**src/rtl/fpu_mem_pkg.sv**
```systemverilog
// ============================================================================
// fpu_mem_pkg : shared types and defaults for the FPU operand memory server
// Rev 1.0
// ============================================================================
`default_nettype none

package fpu_mem_pkg;

  localparam int PORT_A = 0;
  localparam int PORT_B = 1;
  localparam int PORT_C = 2;
  localparam int PORT_D = 3;

  localparam int AW_DEF = 23;
  localparam int DW_DEF = 32;

  typedef enum logic [1:0] {
    IDLE  = 2'd0,
    ISSUE = 2'd1,
    WAIT  = 2'd2,
    RESP  = 2'd3
  } srv_state_t;

endpackage

`default_nettype wire

```
**src/rtl/rr_arbiter.sv**
```systemverilog
// ============================================================================
// rr_arbiter : round-robin grant, first requester at or after the pointer
// Rev 1.0
// ============================================================================
`default_nettype none

module rr_arbiter #(
  parameter int NPORTS = 4,
  parameter int IW     = (NPORTS > 1) ? $clog2(NPORTS) : 1
) (
  input  logic              clk,
  input  logic              rst_l,
  input  logic [NPORTS-1:0] req_i,
  input  logic              upd_i,
  input  logic [IW-1:0]     upd_idx_i,
  output logic              gnt_valid_o,
  output logic [IW-1:0]     gnt_idx_o
);

  logic [IW-1:0] ptr_q;
  logic [IW-1:0] ptr_d;
  logic [IW-1:0] cand;

  // Scan from the far end so the candidate closest to the pointer wins last.
  always_comb begin
    gnt_valid_o = 1'b0;
    gnt_idx_o   = '0;
    cand        = '0;
    for (int k = NPORTS - 1; k >= 0; k--) begin
      cand = IW'((int'(ptr_q) + k) % NPORTS);
      if (req_i[cand]) begin
        gnt_valid_o = 1'b1;
        gnt_idx_o   = cand;
      end
    end
  end

  always_comb begin
    ptr_d = (upd_idx_i == IW'(NPORTS - 1)) ? '0 : upd_idx_i + IW'(1);
  end

  always_ff @(posedge clk or posedge rst_l) begin
    if (rst_l) begin
      ptr_q <= '0;
    end else if (upd_i) begin
      ptr_q <= ptr_d;
    end
  end

endmodule

`default_nettype wire

```
**src/rtl/fpu_mem_port_server.sv**
```systemverilog
// ============================================================================
// fpu_mem_port_server : arbitrates FPU operand handles onto one SRAM port
// Rev 1.0
// ============================================================================
`default_nettype none

module fpu_mem_port_server
  import fpu_mem_pkg::*;
#(
  parameter int NPORTS = 4,
  parameter int AW     = AW_DEF,
  parameter int DW     = DW_DEF,
  parameter int RD_LAT = 2
) (
  input  logic                       clk,
  input  logic                       rst_l,
  input  logic [NPORTS-1:0]          req_avail,
  input  logic [NPORTS-1:0]          req_w_en,
  input  logic [NPORTS-1:0]          req_r_en,
  input  logic [NPORTS-1:0][AW-1:0]  req_ptr,
  input  logic [NPORTS-1:0][AW-1:0]  req_region_begin,
  input  logic [NPORTS-1:0][AW-1:0]  req_region_end,
  input  logic [NPORTS-1:0][DW-1:0]  req_data_store,
  output logic [NPORTS-1:0]          resp_done,
  output logic [NPORTS-1:0][DW-1:0]  resp_data_load,
  output logic [NPORTS-1:0]          resp_err,
  output logic [AW-1:0]              mem_addr,
  output logic                       mem_we,
  output logic                       mem_re,
  output logic [DW-1:0]              mem_wdata,
  input  logic [DW-1:0]              mem_rdata
);

  localparam int IW = (NPORTS > 1) ? $clog2(NPORTS) : 1;
  localparam int CW = 3;

  srv_state_t                state_q;
  logic [IW-1:0]             gnt_q;
  logic                      wr_q;
  logic                      rd_q;
  logic                      oor_q;
  logic [DW-1:0]             data_q;
  logic [CW-1:0]             cnt_q;
  logic [NPORTS-1:0]         done_q;
  logic [NPORTS-1:0]         err_q;
  logic [NPORTS-1:0][DW-1:0] load_q;
  logic [AW-1:0]             addr_q;
  logic                      we_q;
  logic                      re_q;
  logic [DW-1:0]             wdata_q;

  logic [NPORTS-1:0]         pending;
  logic                      gnt_valid;
  logic [IW-1:0]             gnt_idx;
  logic [AW:0]               sum;
  logic [AW-1:0]             phys;
  logic                      oor;

  assign pending = req_avail & (req_w_en | req_r_en) & ~done_q;

  rr_arbiter #(
    .NPORTS (NPORTS),
    .IW     (IW)
  ) u_arb (
    .clk         (clk),
    .rst_l       (rst_l),
    .req_i       (pending),
    .upd_i       (state_q == RESP),
    .upd_idx_i   (gnt_q),
    .gnt_valid_o (gnt_valid),
    .gnt_idx_o   (gnt_idx)
  );

  // The extra sum bit catches pointers that wrap the address space.
  always_comb begin
    sum  = {1'b0, req_region_begin[gnt_idx]} + {1'b0, req_ptr[gnt_idx]};
    phys = sum[AW-1:0];
    oor  = sum[AW] | (phys > req_region_end[gnt_idx]);
  end

  always_ff @(posedge clk or posedge rst_l) begin
    if (rst_l) begin
      state_q <= IDLE;
      gnt_q   <= '0;
      wr_q    <= 1'b0;
      rd_q    <= 1'b0;
      oor_q   <= 1'b0;
      data_q  <= '0;
      cnt_q   <= '0;
      done_q  <= '0;
      err_q   <= '0;
      load_q  <= '0;
      addr_q  <= '0;
      we_q    <= 1'b0;
      re_q    <= 1'b0;
      wdata_q <= '0;
    end else begin
      we_q <= 1'b0;
      re_q <= 1'b0;
      for (int i = 0; i < NPORTS; i++) begin
        if (!req_avail[i]) done_q[i] <= 1'b0;
      end

      // Strobes are registered on the grant edge so they appear in ISSUE.
      case (state_q)
        IDLE: begin
          if (gnt_valid) begin
            gnt_q   <= gnt_idx;
            wr_q    <= req_w_en[gnt_idx];
            rd_q    <= req_r_en[gnt_idx];
            data_q  <= req_data_store[gnt_idx];
            oor_q   <= oor;
            if (!oor) begin
              addr_q  <= phys;
              we_q    <= req_w_en[gnt_idx];
              re_q    <= req_r_en[gnt_idx] & ~req_w_en[gnt_idx];
              wdata_q <= req_data_store[gnt_idx];
            end
            state_q <= ISSUE;
          end
        end
        ISSUE: begin
          if (oor_q) begin
            err_q[gnt_q]  <= 1'b1;
            done_q[gnt_q] <= 1'b1;
            state_q       <= RESP;
          end else if (wr_q) begin
            if (rd_q) load_q[gnt_q] <= data_q;
            done_q[gnt_q] <= 1'b1;
            state_q       <= RESP;
          end else begin
            cnt_q   <= CW'(RD_LAT - 1);
            state_q <= WAIT;
          end
        end
        WAIT: begin
          if (cnt_q == '0) begin
            load_q[gnt_q] <= mem_rdata;
            done_q[gnt_q] <= 1'b1;
            state_q       <= RESP;
          end else begin
            cnt_q <= cnt_q - CW'(1);
          end
        end
        RESP: begin
          state_q <= IDLE;
        end
        default: state_q <= IDLE;
      endcase
    end
  end

  assign resp_done      = done_q;
  assign resp_data_load = load_q;
  assign resp_err       = err_q;
  assign mem_addr       = addr_q;
  assign mem_we         = we_q;
  assign mem_re         = re_q;
  assign mem_wdata      = wdata_q;

endmodule

`default_nettype wire
```
**config.mk**
```make
export PLATFORM = sky130hd
export DESIGN_NAME = fpu_mem_port_server
export DESIGN_NICKNAME = d
export VERILOG_FILES = /design/src/rtl/fpu_mem_pkg.sv /design/src/rtl/rr_arbiter.sv /design/src/rtl/fpu_mem_port_server.sv
export SDC_FILE = /design/constraint.sdc
export NUM_CORES = 1
export LEC_CHECK = 0
export ABC_AREA = 1
export CAP_MARGIN = 5
export CORE_AREA = 2 2 248 250
export CTS_BUF_LIST = sky130_fd_sc_hd__clkbuf_8
export CTS_CLUSTER_DIAMETER = 60
export CTS_CLUSTER_SIZE = 14
export DETAILED_ROUTE_END_ITERATION = 8
export DIE_AREA = 0 0 250 252
export SYNTH_ARGS = -nofsm -noshare
export SYNTH_HDL_FRONTEND = slang
export SYNTH_SLANG_ARGS = --single-unit
export TNS_END_PERCENT = 1
```
**constraint.sdc**
```tcl
create_clock -name clk -period 23.7 [get_ports clk]
set_clock_uncertainty 0.15 [all_clocks]
set_input_delay 5.925 -clock clk [delete_from_list [all_inputs] [get_ports clk]]
set_output_delay 5.925 -clock clk [all_outputs]
set_load 0.02 [all_outputs]
```
==> results_dict.tcl <==
set metrics [dict create \
    outcome "finished, final reports clean" \
    syn_inst 2024 \
    reg2reg_slack_ns 15.20 \
    synth_top_area_share_pct 40.9 \
    yosysTopAreaCell "dfrtp_1" \
    core_area_um2 60100 \
    die_w_um 250 \
    dp_hpwl_mm 54.2 \
    via_per_inst 4.89 \
    syn_to_final_growth_pct 52.0 \
    fmax_mhz 72.3 \
    place.gp.congestion 0.916 \
    ctsHoldBuffers 0 \
    clock_latency_ns 0.60 \
    min_period_ns 13.83 \
    grt_max_degree 118 \
    cts_inserted_buffers 24 \
    firstDrtPassIters 7 \
    critical_path.max_stage_delay_ns 0.66 \
    hold_path_class "flip-flop to flip-flop" \
    wirelength_mm 69.4 \
    final_nets 3094 \
    ant_nets 0 \
    postCtsSetupBuffers 0 \
    synth.most_common_cell "nand2_1" \
    cts_tree "done" \
    synth_ff_type "dfrtp_1" \
    clk_path_buf_depth 3 \
    worst_pin_slew_ns 0.946 \
    critPathMaxFanout 115 \
    fin_area_um2 22000 \
    syn_avg_cell_area_um2 7.16 \
    utilization_pct 36.6 \
    initial_core_util_pct 24.1 \
    multi_input_area_um2 7630 \
    cpMaxStageDelayCell "buf_4" \
    hold_depth 2 \
    grt_pass1_vias 16644 \
    hold_path.startpoint "mem_addr[6]$_DFFE_PP0P_" \
    finalSetupViolations 0 \
    worstReg2RegStart "u_arb.ptr_q[0]$_DFFE_PP0N_" \
    overflow 0 \
    grt_use_total_pct 21.1 \
    crit_top_cell "nand2_1" \
    die_y_um 252 \
    worstSetupStartpoint "req_avail[3]" \
    drtIter0Drc 991 \
    die-area_um2 63000 \
    fill_cells 6338 \
    post_cts_resized 0 \
    place_area_um2 21500 \
    async_flop_share_pct 100 \
    cts.reportedPaths.clkPinSlew_ns 0.08 \
    ys.warnings.count 0 \
    criticalPathCategory "input pin to flip-flop" \
    seq_area_um2 5930 \
    ioPinCount 643 \
    wl_per_cell_um 20.5 \
    hold_viol 0 \
    grt_pass1_wl_mm 102 \
    ys_seq_elements 237 \
    cap_viol_max_count 0 \
    critPathArrivalTime_ns 14.18 \
    slew_headroom_pct 36.9 \
    synth_edf_count 0 \
    reg2regPathDepth 32 \
    cp.required_ns 24.06 \
    start_kind "input pin" \
    synth_cell_type_count 38 \
    rows 90 \
    ys_top_cells_by_area "dfrtp_1 41%, nand2_1 14%, nand3_1 9.3%" \
    end_kind "flip-flop" \
    route.vias.total 16525 \
    syn-num-nets 2531 \
    syn-cell-area_um2 14500 \
    io_buffers 642 \
    clock-sinks 237 \
    htree_levels 1 \
    synthTopCellsByCount "545 x nand2_1, 269 x nand3_1, 237 x dfrtp_1" \
    fin_crit_sh_pct 58.3 \
    drive_above_1_share_pct 2.96 \
    drc 0 \
    cts-root-buf "clkbuf_8" \
    slew_viol_final 0 \
    ys_seq_area_share_pct 40.9 \
    rsz0062_at_grt "false" \
    tns_ns 0 \
    antenna_found_initial 6 \
]
## cell usage in the layout (no fill, tap or decap), types with 4 or more instances in the layout
| cell | count |
|---|---|
| a21oi_1 | 85 |
| a31oi_1 | 130 |
| buf_4 | 17 |
| clkbuf_8 | 27 |
| clkdlybuf4s50_1 | 642 |
| dfrtp_1 | 237 |
| ha_1 | 55 |
| inv_1 | 104 |
| inv_2 | 6 |
| inv_6 | 5 |
| nand2_1 | 544 |
| nand3_1 | 269 |
| nand4_1 | 5 |
| nor2_1 | 225 |
| nor2_4 | 4 |
| o21ai_0 | 88 |
| o21ai_1 | 85 |
| o21bai_1 | 6 |
| o32ai_1 | 4 |
| xnor2_1 | 4 |
| xor2_1 | 18 |
## state kept, by name (all words and copies together) (netlist names)
signal	count
resp_data_load	128
cnt_q	3
oor_q	1
mem_re	1
rd_q	1
resp_done	4
wr_q	1
mem_wdata	32
u_arb.ptr_q	2
data_q	32
resp_err	4
mem_addr	23
gnt_q	2
state_q	2
mem_we	1
## per-layer routing
| layer | share of wire (%) | vias to the layer above | track usage, % |
|---|---|---|---|
| met4 | 3.1 | 4 | 6.43 |
| met5 | 0.037 | - | 0 |
| met2 | 51 | 678 | 39.2 |
| met1 | 40 | 7836 | 24.6 |
| met3 | 6.6 | 90 | 3.91 |
| li1 | - | 7917 | - |
## worst paths after layout
check,endpoint
worst max-delay path,mem_wdata[20]$_DFFE_PP0P_
worst min register to register,mem_addr[6]$_DFFE_PP0P_
worst min-delay path,mem_addr[6]$_DFFE_PP0P_
max in group asynchronous,mem_addr[14]$_DFFE_PP0P_
min in group asynchronous,resp_data_load[90]$_DFFE_PP0P_
worst max register to register,mem_wdata[20]$_DFFE_PP0P_
## worst max-delay path: cells and delay by family
family,cells,cell delay [ns]
buffers and inverters,8,2.47
XOR/XNOR,1,0.33
adder cells (fa/ha/maj),3,1.02
AND/OR/NAND/NOR,14,2.39
AO/OA/AOI/OAI,9,1.89
## stage by stage
stage               setup WS, ns  std cells  hold slack, ns
floorplan                  11.12       2024           0.299
global placement            9.35       3342           0.310
detailed placement          9.07       3342           0.313
CTS                         9.68       3378           0.336
global route                9.12       3382           0.354
finish                      9.87       3382           0.331
## layout make-up
type / count / area share, %
tap: 782 / 4.44
sequential: 237 / 26.9
timing repair buffer: 660 / 29.8
antenna: 3 / 0.0341
clock buffer: 27 / 1.69
multi-input combinational: 1551 / 34.7
inverter: 113 / 1.98
clock inverter: 9 / 0.449
## cells by family (layout without fill, tap and decap cells)
kind of cell,Yosys count,count (layout),share of synthesized area [%]
simple gates,1063,1063,30.3
compound gates,409,409,15.7
flops,237,237,40.9
buf+inv,236,809,6.87
fa+ha+maj,57,57,4.97
xor+xnor,22,22,1.33
other cells,0,3,0
Power is not shown: default switching activity piles up to over one toggle a cycle in this logic, so the estimate is an artifact.
